### config.mk
export PLATFORM = sky130hd
export DESIGN_NAME = core_clock_scheduler
export DESIGN_NICKNAME = d
export VERILOG_FILES = /design/src/rtl/core_sched_pkg.sv /design/src/rtl/sched_down_counter.sv /design/src/rtl/core_clock_scheduler.sv
export SDC_FILE = /design/constraint.sdc
export NUM_CORES = 1
export LEC_CHECK = 0
export CORE_MARGIN = 1
export CORE_UTILIZATION = 55
export CTS_CLUSTER_SIZE = 10
export DETAILED_ROUTE_END_ITERATION = 6
export PLACE_DENSITY = 0.89
export SLEW_MARGIN = 20
export SYNTH_ARGS = -nofsm -noshare
export SYNTH_HDL_FRONTEND = slang
export SYNTH_SLANG_ARGS = --single-unit
export TNS_END_PERCENT = 10
### constraint.sdc
create_clock -name clk -period 2.3 [get_ports clk]
set_input_delay 0.345 -clock clk [delete_from_list [all_inputs] [get_ports clk]]
set_output_delay 0.345 -clock clk [all_outputs]
set_load 0.005 [all_outputs]
### src/rtl/core_sched_pkg.sv
// Shared definitions for the per-core clock trigger scheduler: FSM state
// encoding and the default array dimensions used by the matmul top level.
package core_sched_pkg;

    typedef enum logic [2:0] {
        S_IDLE    = 3'd0,
        S_RELEASE = 3'd1,
        S_RUN     = 3'd2,
        S_DONE    = 3'd3,
        S_ERROR   = 3'd4
    } sched_state_e;

    localparam int NUM_CORES_DEF = 4;
    localparam int STAGGER_DEF   = 3;
    localparam int TIMEOUT_DEF   = 64;

    // Triggers are held and busy is asserted only while the run is live.
    function automatic logic is_active(input sched_state_e s);
        return (s == S_RELEASE) || (s == S_RUN);
    endfunction

endpackage

### src/rtl/sched_down_counter.sv
// Loadable down counter that saturates at zero; tc flags the zero count.
module sched_down_counter #(
    parameter int W = 4
) (
    input  logic         clk,
    input  logic         rst_n,
    input  logic         load,
    input  logic         dec,
    input  logic [W-1:0] load_val,
    output logic         tc
);

    logic [W-1:0] count_q;
    logic [W-1:0] count_d;

    // Load has priority over decrement; the count never wraps below zero.
    always_comb begin
        count_d = count_q;
        if (load) begin
            count_d = load_val;
        end else if (dec && (count_q != {W{1'b0}})) begin
            count_d = count_q - {{(W-1){1'b0}}, 1'b1};
        end else begin
            count_d = count_q;
        end
    end

    // Count register with synchronous active-low reset.
    always_ff @(posedge clk) begin
        if (!rst_n) begin
            count_q <= {W{1'b0}};
        end else begin
            count_q <= count_d;
        end
    end

    assign tc = (count_q == {W{1'b0}});

endmodule

### src/rtl/core_clock_scheduler.sv
// Releases the per-core clock_corrector triggers one at a time with a fixed
// stagger, gathers per-core done flags and aborts the run on a watchdog expiry.
module core_clock_scheduler
    import core_sched_pkg::*;
#(
    parameter int NUM_CORES = NUM_CORES_DEF,
    parameter int STAGGER   = STAGGER_DEF,
    parameter int TIMEOUT   = TIMEOUT_DEF
) (
    input  logic                 clk,
    input  logic                 rst_n,
    input  logic                 start,
    input  logic [NUM_CORES-1:0] core_done,
    output logic [NUM_CORES-1:0] core_trigger,
    output logic                 busy,
    output logic                 all_done,
    output logic                 timeout_err
);

    localparam int IDX_W = $clog2(NUM_CORES + 1);
    localparam int STG_W = $clog2(STAGGER + 1);
    localparam int WD_W  = $clog2(TIMEOUT + 1);

    sched_state_e         state_q, state_d;
    logic [IDX_W-1:0]     idx_q, idx_d;
    logic [NUM_CORES-1:0] trig_q, trig_d;
    logic [NUM_CORES-1:0] done_seen_q, done_seen_d;
    logic                 busy_q, busy_d;
    logic                 all_done_q, all_done_d;
    logic                 timeout_err_q, timeout_err_d;

    logic stg_load_s, stg_dec_s, stg_tc_s;
    logic wd_load_s, wd_dec_s, wd_tc_s;

    sched_down_counter #(.W(STG_W)) u_stagger (
        .clk      (clk),
        .rst_n    (rst_n),
        .load     (stg_load_s),
        .dec      (stg_dec_s),
        .load_val (STG_W'(STAGGER - 1)),
        .tc       (stg_tc_s)
    );

    sched_down_counter #(.W(WD_W)) u_watchdog (
        .clk      (clk),
        .rst_n    (rst_n),
        .load     (wd_load_s),
        .dec      (wd_dec_s),
        .load_val (WD_W'(TIMEOUT - 1)),
        .tc       (wd_tc_s)
    );

    // Next-state, trigger release and done collection; idx counts triggers already set.
    always_comb begin
        state_d     = state_q;
        idx_d       = idx_q;
        trig_d      = trig_q;
        done_seen_d = done_seen_q;
        stg_load_s  = 1'b0;
        stg_dec_s   = 1'b0;
        wd_load_s   = 1'b0;
        wd_dec_s    = 1'b0;

        if (is_active(state_q)) begin
            done_seen_d = done_seen_q | (core_done & trig_q);
        end else begin
            done_seen_d = done_seen_q;
        end

        case (state_q)
            S_IDLE, S_ERROR: begin
                if (start) begin
                    state_d     = S_RELEASE;
                    trig_d      = NUM_CORES'(1);
                    idx_d       = IDX_W'(1);
                    stg_load_s  = 1'b1;
                    done_seen_d = {NUM_CORES{1'b0}};
                end else begin
                    state_d = state_q;
                end
            end
            S_RELEASE: begin
                if (idx_q == IDX_W'(NUM_CORES)) begin
                    state_d   = S_RUN;
                    wd_load_s = 1'b1;
                end else if (stg_tc_s) begin
                    trig_d     = trig_q | (NUM_CORES'(1) << idx_q);
                    idx_d      = idx_q + IDX_W'(1);
                    stg_load_s = 1'b1;
                end else begin
                    stg_dec_s = 1'b1;
                end
            end
            S_RUN: begin
                if (&done_seen_q) begin
                    state_d = S_DONE;
                end else if (wd_tc_s) begin
                    state_d = S_ERROR;
                end else begin
                    wd_dec_s = 1'b1;
                end
            end
            S_DONE: begin
                state_d     = S_IDLE;
                idx_d       = {IDX_W{1'b0}};
                done_seen_d = {NUM_CORES{1'b0}};
            end
            default: begin
                state_d     = S_IDLE;
                idx_d       = {IDX_W{1'b0}};
                trig_d      = {NUM_CORES{1'b0}};
                done_seen_d = {NUM_CORES{1'b0}};
            end
        endcase

        // Outputs are decoded from the next state so they register alongside it.
        if (is_active(state_d)) begin
            busy_d = 1'b1;
        end else begin
            busy_d = 1'b0;
            trig_d = {NUM_CORES{1'b0}};
        end
        all_done_d    = (state_d == S_DONE);
        timeout_err_d = (state_d == S_ERROR);
    end

    // State and output registers; reset drops every trigger on the same edge.
    always_ff @(posedge clk) begin
        if (!rst_n) begin
            state_q       <= S_IDLE;
            idx_q         <= {IDX_W{1'b0}};
            trig_q        <= {NUM_CORES{1'b0}};
            done_seen_q   <= {NUM_CORES{1'b0}};
            busy_q        <= 1'b0;
            all_done_q    <= 1'b0;
            timeout_err_q <= 1'b0;
        end else begin
            state_q       <= state_d;
            idx_q         <= idx_d;
            trig_q        <= trig_d;
            done_seen_q   <= done_seen_d;
            busy_q        <= busy_d;
            all_done_q    <= all_done_d;
            timeout_err_q <= timeout_err_d;
        end
    end

    assign core_trigger = trig_q;
    assign busy         = busy_q;
    assign all_done     = all_done_q;
    assign timeout_err  = timeout_err_q;

endmodule

; Word level (Yosys, flattened, before mapping)
; Cells that the tools add are included.
[totals]
regBits = 26
output_inout_bits = 7
word_cells = 86
[op_classes]
n_addsub = 3
n_eq_ne = 12
shift = 1
n_mux = 33
bitwise = 6
n_reduce_logical = 20
[ops]
columns = cell, count
row1 = $mux W3, 7
row2 = $mux W4, 5
row3 = $pmux W3 S3, 2
row4 = $eq A3 B2 Y1 const B, 4
row5 = $mux W1, 12
row6 = $mux W6, 2
row7 = $pmux W4 S3, 1
row8 = $reduce_and A4 Y1, 3
row9 = $reduce_or A2 Y1, 5
row10 = $eq A3 B3 Y1 const B, 3
row11 = $or A4 B4 Y4, 2
row12 = $pmux W4 S2, 1
row13 = $logic_not A7 Y1, 1
row14 = $reduce_bool A7 Y1, 1
row15 = $sub A7 B1 Y7 const B, 1
row16 = $eq A3 B1 Y1 const B, 2
row17 = $ne A2 B2 Y1 const B, 3
row18 = $reduce_bool A2 Y1, 3
row19 = $and A4 B4 Y4, 1
row20 = $mux W2, 2
row21 = $shl A1 B3 Y4 const A, 1
row22 = $add A3 B1 Y3 const B, 1
row23 = $logic_not A3 Y1, 1
row24 = $not A1 Y1, 3
row25 = 6 further kinds, 8

; Depth between registers and ports, before layout
; Gate-level depths: netlist of the first run.
[depth]
word_depth = 7
depth_mapped = 6

; Cells and area by module
; From an unflattened synthesis of the first run, not the netlist that was laid out.
[hier_totals]
hier_cells = 167
hier_area_um2 = 1432.6
[by_module_without_submodules]
columns = mod, n_inst, cells_each, area_each_um2, seq_area_each_um2
row1 = core_clock_scheduler, 1, 106, 890.9, 340.3
row2 = sched_down_counter (u_watchdog), 1, 47, 419.2, 140.1
row3 = sched_down_counter (u_stagger), 1, 14, 122.6, 40.0

; Worst setup path before layout of the first run
; OpenSTA, ideal clock, no wires.
[synth_path]
kind = register to register
from = register u_watchdog.count_q[2]
to = register trig_q[0] (netlist: core_trigger[0])
setup_time_ns = 0.115
arrival_time_ns = 1.565
required_time_ns = 2.185
setup_slack_ns = 0.620
stages_incl_launch_ff = 6
path_buffers = 1
period_less_slack_ns = 1.680
path_cell_list = dfxtp_1 > or4_1 > buf_2 > o211a_4 > o21a_1 > and2_1
[synth_via]
elab_chain_len = 7
word_cells_on_any_way = 8
classes_between = 2 x eq/ne / 3 x mux / 3 x reduce/logical
[synth_rtl]
columns = element, line
row1 = from (decl), sched_down_counter.sv:13  ; logic [W-1:0] count_q;
row2 = from (signal assigned), sched_down_counter.sv:31  ; count_q <= {W{1'b0}};
row3 = from (signal assigned), sched_down_counter.sv:33  ; count_q <= count_d;
row4 = $logic_not A7 Y1 (*), sched_down_counter.sv:37  ; assign tc = (count_q == {W{1'b0}});
row5 = $mux W3 (*), core_clock_scheduler.sv:97  ; end else if (wd_tc_s) begin
row6 = $mux W3 (*), core_clock_scheduler.sv:95  ; if (&done_seen_q) begin
row7 = $pmux W3 S3 (*), core_clock_scheduler.sv:70  ; case (state_q)
row8 = $eq A3 B1 Y1 / $eq A3 B2 Y1 (equally long branches), core_sched_pkg.sv:19  ; return (s == S_RELEASE) || (s == S_RUN);
row9 = $logic_or A1 B1 Y1 (*), core_sched_pkg.sv:19
row10 = $reduce_and A2 Y1 (no line) (*), -
row11 = to (signal assigned), core_clock_scheduler.sv:132  ; trig_q <= {NUM_CORES{1'b0}};
row12 = to (signal assigned), core_clock_scheduler.sv:140  ; trig_q <= trig_d;
row13 = to (decl), core_clock_scheduler.sv:26  ; logic [NUM_CORES-1:0] trig_q, trig_d;
; Every way passes the cells marked *; elsewhere a longest branch is shown, timed or not.
; A chain may end at the register's enable or synchronous reset.

; Final worst setup path of the first run
[layout_path]
from = register state_q[0]
to = register u_watchdog.count_q[0]
[layout_via]
elab_chain_len = 4
word_cells_on_any_way = 7
classes_between = 2 x eq/ne / 3 x mux / 2 x reduce/logical
[layout_rtl]
columns = element, line
row1 = from (decl), core_clock_scheduler.sv:24  ; sched_state_e state_q, state_d;
row2 = from (signal assigned), core_clock_scheduler.sv:138  ; state_q <= state_d;
row3 = $eq A3 B2 Y1, core_clock_scheduler.sv:70
row4 = $mux W1, core_clock_scheduler.sv:70
row5 = $logic_and A1 B1 Y1, sched_down_counter.sv:21  ; end else if (dec && (count_q != {W{1'b0}})) begin
row6 = $reduce_bool A2 Y1 (no line), -
; Parallel ways exist; a longest one is shown, timed or not.

==> results of run 1 <==
worst min-delay path, delay by kind of cell, from the launching register on:
family / cells / cell delay (ps)
DFF: 1 / 340
and+or+nand+nor: 1 / 60
AOI/OAI and AO/OA: 1 / 60
metal layers:
metal	GRT usage	part of all wire	vias to the layer above
met3	0.0655	0.052	8
met4	0.0676	0.0096	0
li1	-	-	585
met1	0.316	0.44	568
met2	0.489	0.50	43
met5	0	0	-
stage by stage:
step / worst slack [ps] / hold slack [ps] / area (sq um) / total power [mW]
2_1_floorplan: 620 / 440 / 1340 / 0.556
3_3_place_gp: 508 / 450 / 1490 / 0.590
3_5_place_dp: 417 / 476 / 1490 / 0.597
4_1_cts: 368 / 495 / 1530 / 0.824
5_1_grt: 173 / 514 / 1530 / 0.864
6_report: 363 / 490 / 1530 / 0.819
logic make-up after synthesis:
kind of cell | after synthesis
xor gates and xnor gates | 1
buffers and inverters | 14
and+or+nand+nor | 56
muxes | 1
DFF | 26
AOI/OAI and AO/OA | 47
adders and majority gates | 8
cell type report:
cell class	instances	area, sq um
multi-input cells	113	769
fillers	197	729
flip-flops and latches	26	520
repair buffers	13	130
clock buffers	4	36.3
well taps	28	35.0
inverters	9	33.8
cell usage after synthesis:
library cell,number,area share
dfxtp_1,26,0.39
a21oi_1,15,0.056
nor2_1,12,0.034
inv_1,9,0.025
nand2_1,9,0.025
ha_1,8,0.074
nor3_1,7,0.026
a31oi_1,6,0.028
o21ai_0,6,0.022
a211oi_1,4,0.022
clkbuf_1,4,0.011
nor2b_1,4,0.019
o31a_1,4,0.026
nand2b_1,3,0.014
o21a_1,3,0.017
or4_1,3,0.017
and2_1,2,0.0093
nand4_1,2,0.0093
nor3b_2,2,0.019
o211ai_2,2,0.019
o31ai_1,2,0.011
or3_1,2,0.0093
or3b_2,2,0.013
a2111oi_0,1,0.0065
a21bo_2,1,0.0074
and4_1,1,0.0065
buf_2,1,0.0037
mux2i_1,1,0.0074
nand3_1,1,0.0037
nand3b_1,1,0.0056
nor3b_1,1,0.0056
nor4_1,1,0.0047
nor4bb_1,1,0.0074
o2111ai_2,1,0.011
o211a_4,1,0.013
o22ai_1,1,0.0047
or2b_2,1,0.0065
or4_2,1,0.0065
xor2_1,1,0.0065
flip-flops by register name, summed over array words and instances (netlist names):
register / cells
done_seen_q: 4
state_q: 3
u_stagger.count_q: 2
idx_q: 3
all_done: 1
u_watchdog.count_q: 7
timeout_err: 1
busy: 1
core_trigger: 4
path summary, 6_finish.rpt:
check,startpoint,endpoint,slack (ps),cells past startpoint
worst max-delay path,state_q[0],u_watchdog.count_q[0],360,4
worst min-delay path,u_stagger.count_q[0],u_stagger.count_q[0],490,2
worst max register to register,state_q[0],u_watchdog.count_q[0],360,4
worst min register to register,u_stagger.count_q[0],u_stagger.count_q[0],490,2
report_power, final:
| part | internal [mW] | switching [mW] |
|---|---|---|
| Combinational | 0.0536 | 0.0610 |
| Sequential | 0.462 | 0.0127 |
| Clock | 0.0969 | 0.133 |
| Total | 0.612 | 0.206 |
==> impl_results.md, run 1 <==
* Status: finished, final reports clean
* Num CTS Buffers at 3
* Final cell count without fillers at approximately 190
* Xor and xnor area share after synthesis at 0.00652
* CTS tree: built
* Post-DP HPWL at 2330 um
* Drt total wl at 3010 um
* Placeable Area at approximately 2300 sq um
* Main combinational cell family by area after synthesis: compound AO/OA/AOI/OAI gates
* Die area at between 2000 and 3000 sq um
* Placed cells at around 190
* Max clock buf depth at 2
* Fin crit share at 0.842
* Commonest non-fill, non-tap cell in the layout: dfxtp_1
* Fmax achieved at 516 MHz
* Crit path buf inv count at 0
* First-pass GRT wire length at 5240 um
* Largest net degree at the start of global routing at 17
* Setup violations, final at 0
* RSZ-0062 raised after global routing: false
* Worst min-delay path class: reg2reg
* Clk sinks at 26
* Number of port buffers at 13
* Final worst path period need at 1940 ps
* Vias at ~1200
* RePlAce Congestion at ~1.0
* Post-cts resize count at 0
* Layout Nets at 181
* Worst-skew pair later-pin latency at roughly 320 ps
* Antenna violations before repair at 0
* Clock-pin slew on the worst setup and hold paths at 140 ps
* Hold violation count in the final report at 0
* Clk root buf: clkbuf_4
* Max-Cap Viols at 0
* Crit path launch type: flip-flop
* Die H at between 50 and 60 um
* Diodes inserted at 0
* Leak pwr at ~0.56 nW
* Post-CTS Repair Setup Buffers at 0
* WP data arrival at approximately 2200 ps
* Mapped Avg Cell Area at 8.78 sq um
* Placement Rows at 17
* CP delay by family, top: simple AND/OR/NAND/NOR gates
* Iter 0 DRT Violations at 31
* DR WL/cell at ~16 um
* Yosys warns at 0
* Final global-route overflow total at 0
* Width of the die at approximately 51 um
* Simple-gate share of the synthesized area at 0.240
* Starting Density at 0.596
* Mapped cell area at 1340 sq um
* Area growth from synthesis to layout at 13.5%
* Crit path cell chain: or3b_2 -> nor2_1 -> nor3_1 -> a211oi_1
* CTS H-Tree Depth at 1
* IO Count at 14
* Synth Area in Adders at 0.0745
* Routed Antenna Nets at 0
* Post-synthesis net count at around 170
* Drt first pass iters at 6
* CP Capture Type: flip-flop
* Share of cells above drive strength 1 at 0.0909
* DRC Markers at 0
* Layout Skew at around 4.7 ps
* Most frequent cells in the layout: dfxtp_1 (26), a21oi_1 (15), clkdlybuf4s50_1 (13), nor2_1 (12)
* Max incr delay on CP at about 600 ps
* Worst slew pin tran at around 600 ps
* Fin util at 0.676
* CP Data Required Time at between 2000 and 3000 ps
* Compound-Gate Fraction of Synth Area at 0.244
* Setup_tns at 0 ps
* Gate Count Post-Synth at ~150
* Seq/Total Area, Yosys at 0.387
* Max-slew headroom at 0.598
* Mux share of post-synthesis cell area at 0.00745
* Avg Vias per Cell at 6.24
* Total GRT Usage at 0.271
* Synthesized flop and latch total at 26
* Largest fanout on the critical path at 15
* Crit Path Category: reg2reg
* Cts hold-fix bufs at 0
* Vias in the first global route at between 1000 and 1500
* Worst VDD drop at roughly 0.46 mV
* Slew Limit Fails at 0
* Post-synth cell types at 39
* PwrDens at approximately 540 nW/um^2
* Crit path max-delay cell type: dfxtp_1
Note: power is estimated with default switching activity, not from simulation.
==> run 2: changes to the inputs <==
Settings changed: CORE_UTILIZATION 55 to 50, PLACE_DENSITY 0.89 to 0.86.
Clock period 2.3 ns to 1.6 ns, I/O delays scaled along.
==> impl_results.md, run 2 (synthesized netlist as in run 1, its figures left out) <==
* Crit Path Category: reg2reg
* Worst VDD drop at 0.737 mV (+61%)
* Worst r2r dst: u_watchdog.count_q[3]
* Num CTS Buffers at 3 (unchanged)
* DRC Markers at 0 (unchanged)
* R2R cell count at 6 (+2)
* Reg power frac at 0.494 (-0.086)
* Drt first pass iters at 4 (-2)
* Clock-pin slew on the worst setup and hold paths at 150 ps (about the same)
* Post-DP HPWL at 2620 um (+12%)
* Routed Antenna Nets at 0 (unchanged)
* Crit path launch type: flip-flop
* Final worst path period need at 1670 ps (-269 ps)
* Hold Worst Slack at 494 ps (+4.00 ps)
* Hold violation count in the final report at 0 (unchanged)
* Diodes inserted at 0 (unchanged)
* PwrDens at 749 nW/um^2 (+40%)
* Share of cells above drive strength 1 at 0.323 (+0.232)
* Max-slew headroom at 0.722 (+0.124)
* Drt total wl at 3690 um (+23%)
* WP data arrival at 1930 ps (-250 ps)
* DR WL/cell at 16.9 um (+8.0%)
* IO Count at 14 (unchanged)
* Net switching power at 0.336 mW (+63%)
* Final cell count without fillers at 219 (+13%)
* Setup violations, final at 10 (+10)
* Width of the die at 53.8 um (+4.7%)
* Worst-skew pair later-pin latency at 330 ps (about the same)
* Origin of the critical flop-to-flop path: u_watchdog.count_q[0]
* Worst slew pin tran at 412 ps (-175 ps)
* CTS H-Tree Depth at 1 (unchanged)
* Cts hold-fix bufs at 0 (unchanged)
* Largest net degree at the start of global routing at 16 (-1)
* Layout Nets at 205 (+13%)
* Commonest non-fill, non-tap cell in the layout: buf_4
* Die H at 53.8 um (+4.7%)
* Internal at 1.04 mW (+70%)
* Most frequent cells in the layout: buf_4 (24), dfxtp_1 (18), a21oi_1 (15), clkdlybuf4s50_1 (13), nor2_1 (11)
* Leak pwr at 0.698 nW (+26%)
* Max clock buf depth at 2 (unchanged)
* HP Start: u_stagger.count_q[0]
* Max-Cap Viols at 0 (unchanged)
* Share of power burned in the clock network at 0.335 (+0.055)
* Setup ws final at -68.3 ps (-431 ps)
* Fin crit share at 1.04 (+0.200)
* Combinational power share at 0.171 (+0.031)
* Status: finished with violations
* Hold Path Depth at 2 (unchanged)
* Area growth from synthesis to layout at 36.4%
* R2R setup slack at -70 ps (-430 ps)
* Switch share at 0.244 (-0.00762)
* CTS tree: built
* CP Data Required Time at 1860 ps (-680 ps)
* Die area at 2900 sq um (+9.6%)
* Antenna violations before repair at 0 (unchanged)
* Clk sinks at 26 (unchanged)
* Layout Skew at 4.14 ps (-0.594 ps)
* Iter 0 DRT Violations at 34 (+9.7%)
* Placeable Area at 2500 sq um (+11%)
* Largest fanout on the critical path at 4 (-11)
* Filler cells at 182 (-7.6%)
* Vias in the first global route at 1329 (+14%)
* RSZ-0062 raised after global routing: true
* Max reg flops at 7 (unchanged)
* First-pass GRT wire length at 5780 um (+10%)
* Number of port buffers at 13 (unchanged)
* Placement Rows at 18 (+1)
* Vias at 1328 (+10%)
* RePlAce Congestion at 0.887 (-11%)
* Clk root buf: clkbuf_4
* Fmax achieved at 599 MHz (+16%)
* Final global-route overflow total at 0 (unchanged)
* Starting Density at 0.538 (-0.0585)
* Worst min-delay path class: reg2reg
* Total GRT Usage at 0.288 (+0.0172)
* Worst hold path endpoint: u_stagger.count_q[0]
* Avg Vias per Cell at 6.06 (-2.8%)
* Failing checks: negative setup slack
* CP Capture Type: flip-flop
* Placed cells at 213 (+13%)
* Largest register by flop count: u_watchdog.count_q
* Slew Limit Fails at 0 (unchanged)
* Total power at 1.37 mW (+68%)
==> run 2: metal layers <==
metal | routed length [um] | track usage | vias up
li1 | - | - | 633
met1 | 1520 | 0.295 | 640
met2 | 1970 | 0.531 | 43
met3 | 125 | 0.0791 | 12
met4 | 79 | 0.140 | 0
met5 | 0 | 0 | -
==> run 2: how the worst max path moves through the flow <==
| stage | endpoint | startpoint | cells after the start | slack [ps] |
|---|---|---|---|---|
| after global placement | done_seen_q[2] | start | 7 | -80 |
| final | u_watchdog.count_q[3] | u_watchdog.count_q[0] | 6 | -70 |
| after floorplan | core_trigger[0] | u_watchdog.count_q[3] | 5 | -10 |
| after CTS | u_watchdog.count_q[3] | u_watchdog.count_q[1] | 6 | -40 |
| after global routing | u_watchdog.count_q[2] | u_watchdog.count_q[5] | 5 | -100 |
| after detailed placement | u_watchdog.count_q[4] | u_watchdog.count_q[1] | 6 | -170 |
==> run 2: repair_timing <==
item	in CTS	in global routing
pin swaps	4	6
setup buffers	1	1
resized for setup	17	11
setup endpoints to repair	14	16
==> run 2: power by group through the flow <==
stage / Clock (mW) / Combinational [mW] / Sequential [mW]
floorplan: 0 / 0.112 / 0.689
global placement: 0 / 0.207 / 0.688
detailed placement: 0 / 0.217 / 0.689
CTS: 0.466 / 0.226 / 0.678
global route: 0.495 / 0.254 / 0.681
finish: 0.460 / 0.235 / 0.678
==> run 2: final cells by class <==
class	count	area [sq um]	share of cell area
Clock buffer	3	22.5	0.0123
Clock inverter	1	30.0	0.0164
Inverter	9	36.3	0.0198
Multi-Input combinational cell	113	866	0.472
Sequential cell	26	531	0.289
Tap cell	30	37.5	0.0205
Timing Repair Buffer	37	310	0.169
==> run 2: worst max-delay path, cell delays in order (launching register included) <==
cell and delay, ps:
dfxtp_2 390, inv_4 50, ha_4 140, or2b_4 240, o211ai_4 110, or4_4 490
a31oi_1 180
==> run 2: per-stage QoR <==
stage | cell area, sq um | setup TNS (ps) | util | worst slack [ps]
after floorplan | 1350 | -50.3 | - | -12.0
after global placement | 1660 | -738 | 0.664 | -75.3
after detailed placement | 1660 | -1640 | 0.664 | -172
after CTS | 1790 | -203 | 0.718 | -42.3
after global routing | 1830 | -899 | 0.733 | -102
final | 1830 | -382 | 0.733 | -68.3
==> run 3: changes to the inputs <==
Settings changed: CORE_MARGIN 1 to 10.
==> impl_results.md, run 3 (synthesized netlist as in run 1, its figures left out) <==
* Commonest non-fill, non-tap cell in the layout: buf_4
* DRC Markers at 0 (unchanged)
* CP Capture Type: flip-flop
* Drt total wl at 3890 um (+5.3%)
* Max reg flops at 7 (unchanged)
* IO Count at 14 (unchanged)
* Worst VDD drop at 0.776 mV (+5.3%)
* CTS tree: built
* Final cell count without fillers at 215 (-1.8%)
* Leak pwr at 0.686 nW (-1.8%)
* Die H at 71.8 um (+33%)
* Drt first pass iters at 4 (unchanged)
* Setup_tns at -775 ps (-393 ps)
* Layout Nets at 201 (-2.0%)
* Num CTS Buffers at 3 (unchanged)
* Slew Limit Fails at 0 (unchanged)
* Post-DP Area at 1640 sq um (-0.90%)
* First-pass GRT wire length at 6470 um (+12%)
* Largest register by flop count: u_watchdog.count_q
* Share of cells above drive strength 1 at 0.319 (-0.00383)
* Max clock buf depth at 2 (unchanged)
* Post-Place Setup Slack at -112 ps (+60.6 ps)
* RSZ-0062 raised after global routing: true
* Crit path launch type: flip-flop
* Multi-input logic area at 896 sq um (+3.5%)
* Largest net degree at the start of global routing at 16 (unchanged)
* Antenna violations before repair at 0 (unchanged)
* RePlAce Congestion at 0.893 (+0.70%)
* Placement Rows at 18 (unchanged)
* Worst-skew pair later-pin latency at 330 ps (about the same)
* Worst min-delay path class: reg2reg
* Width of the die at 71.8 um (+33%)
* Iter 0 DRT Violations at 107 (+210%)
* Final worst path period need at 1700 ps (+29.0 ps)
* Setup violations, final at 11 (+1)
* Post-DP HPWL at 2820 um (+7.7%)
* Clock-pin slew on the worst setup and hold paths at 150 ps (about the same)
* Placeable Area at 2520 sq um (+0.90%)
* Area growth from synthesis to layout at 36.5% (about the same)
* Number of port buffers at 13 (unchanged)
* Die area at 5160 sq um (+78%)
* Diodes inserted at 0 (unchanged)
* CTS H-Tree Depth at 1 (unchanged)
* Setup ws final at -97.3 ps (-29.0 ps)
* Crit Path Category: reg2reg
* DR WL/cell at 18.1 um (+7.3%)
* Starting Density at 0.533 (-0.00480)
* Routed Antenna Nets at 0 (unchanged)
* WP data arrival at 1900 ps (-30 ps)
* Final global-route overflow total at 0 (unchanged)
* Avg Vias per Cell at 6.25 (+3.1%)
* Hold violation count in the final report at 0 (unchanged)
* Largest fanout on the critical path at 6 (+2)
* Failing checks: negative setup slack
* Filler cells at 182 (unchanged)
* Total GRT Usage at 0.153 (-0.135)
* Most frequent cells in the layout: buf_4 (20), dfxtp_1 (17), a21oi_1 (15), clkdlybuf4s50_1 (13), nor2_1 (12)
* CP Data Required Time at 1800 ps (-60 ps)
* Clk root buf: clkbuf_4
* Status: finished with violations
* Vias at 1344 (+1.2%)
* Reg area at 534 sq um (+0.71%)
* Worst slew pin tran at 524 ps (+111 ps)
* PwrDens at 747 nW/um^2 (-0.37%)
* Vias in the first global route at 1325 (-0.30%)
* R2R setup slack at -100 ps (-30 ps)
* Clk sinks at 26 (unchanged)
* Fin crit share at 1.06 (+0.0181)
* Final instance area at 1830 sq um (about the same)
* Placed cells at 211 (-0.94%)
* Fmax achieved at 589 MHz (-1.7%)
* Max-Cap Viols at 0 (unchanged)
* Max-slew headroom at 0.651 (-0.0718)
* Layout Skew at 7.43 ps (+3.30 ps)
[run 3: metrics by stage]
step	utilization	power, mW	hold slack, ps
6_report	0.727	1.37	481
5_1_grt	0.727	1.42	509
4_1_cts	0.702	1.37	495
3_5_place_dp	0.652	0.904	476
3_3_place_gp	0.652	0.890	450
2_1_floorplan	-	0.801	356
[run 3: power by group]
| part | leakage [nW] | internal (mW) | switching [mW] |
|---|---|---|---|
| sequential | 0.215 | 0.664 | 0.0130 |
| clock | 0.0279 | 0.253 | 0.205 |
| combinational | 0.442 | 0.115 | 0.119 |
| total | 0.686 | 1.03 | 0.337 |
[run 3: cell type report]
class,instances,share of cell area
inverter,9,0.0184
sequential,26,0.291
timing repair buffer,33,0.153
multi-input combinational,113,0.488
clock inverter,1,0.0164
clock buffer,3,0.0123
tap,30,0.0205
[run 3: timing repair]
| item | 4_1_cts | 5_1_grt |
|---|---|---|
| gates resized for setup | 19 | 14 |
| setup buffers | 0 | 0 |
| hold buffers | 0 | 0 |
| endpoints found under the setup margin | 16 | 18 |
| pin swaps | 5 | 2 |
[run 3: metal layers]
metal  global-route usage  up-vias  share of wire
li1                     -      621              -
met1                0.162      656           0.39
met2                0.262       53           0.52
met3               0.0413       14          0.056
met4               0.0946        0          0.029
met5                    0        -              0
[run 3: critical path: stages, from the launching register on]
cell and delay, ps:
dfxtp_1 400, or4_4 580, o211ai_4 210, buf_4 160
xor2_1 140, a21oi_1 80
[run 3: path summary, 6_finish.rpt]
kind | endpoint | start | depth (start not counted)
hold reg to reg | u_stagger.count_q[0] | u_stagger.count_q[0] | 2
hold / removal | u_stagger.count_q[0] | u_stagger.count_q[0] | 2
setup / recovery | u_watchdog.count_q[2] | u_watchdog.count_q[4] | 5
setup reg to reg | u_watchdog.count_q[2] | u_watchdog.count_q[4] | 5
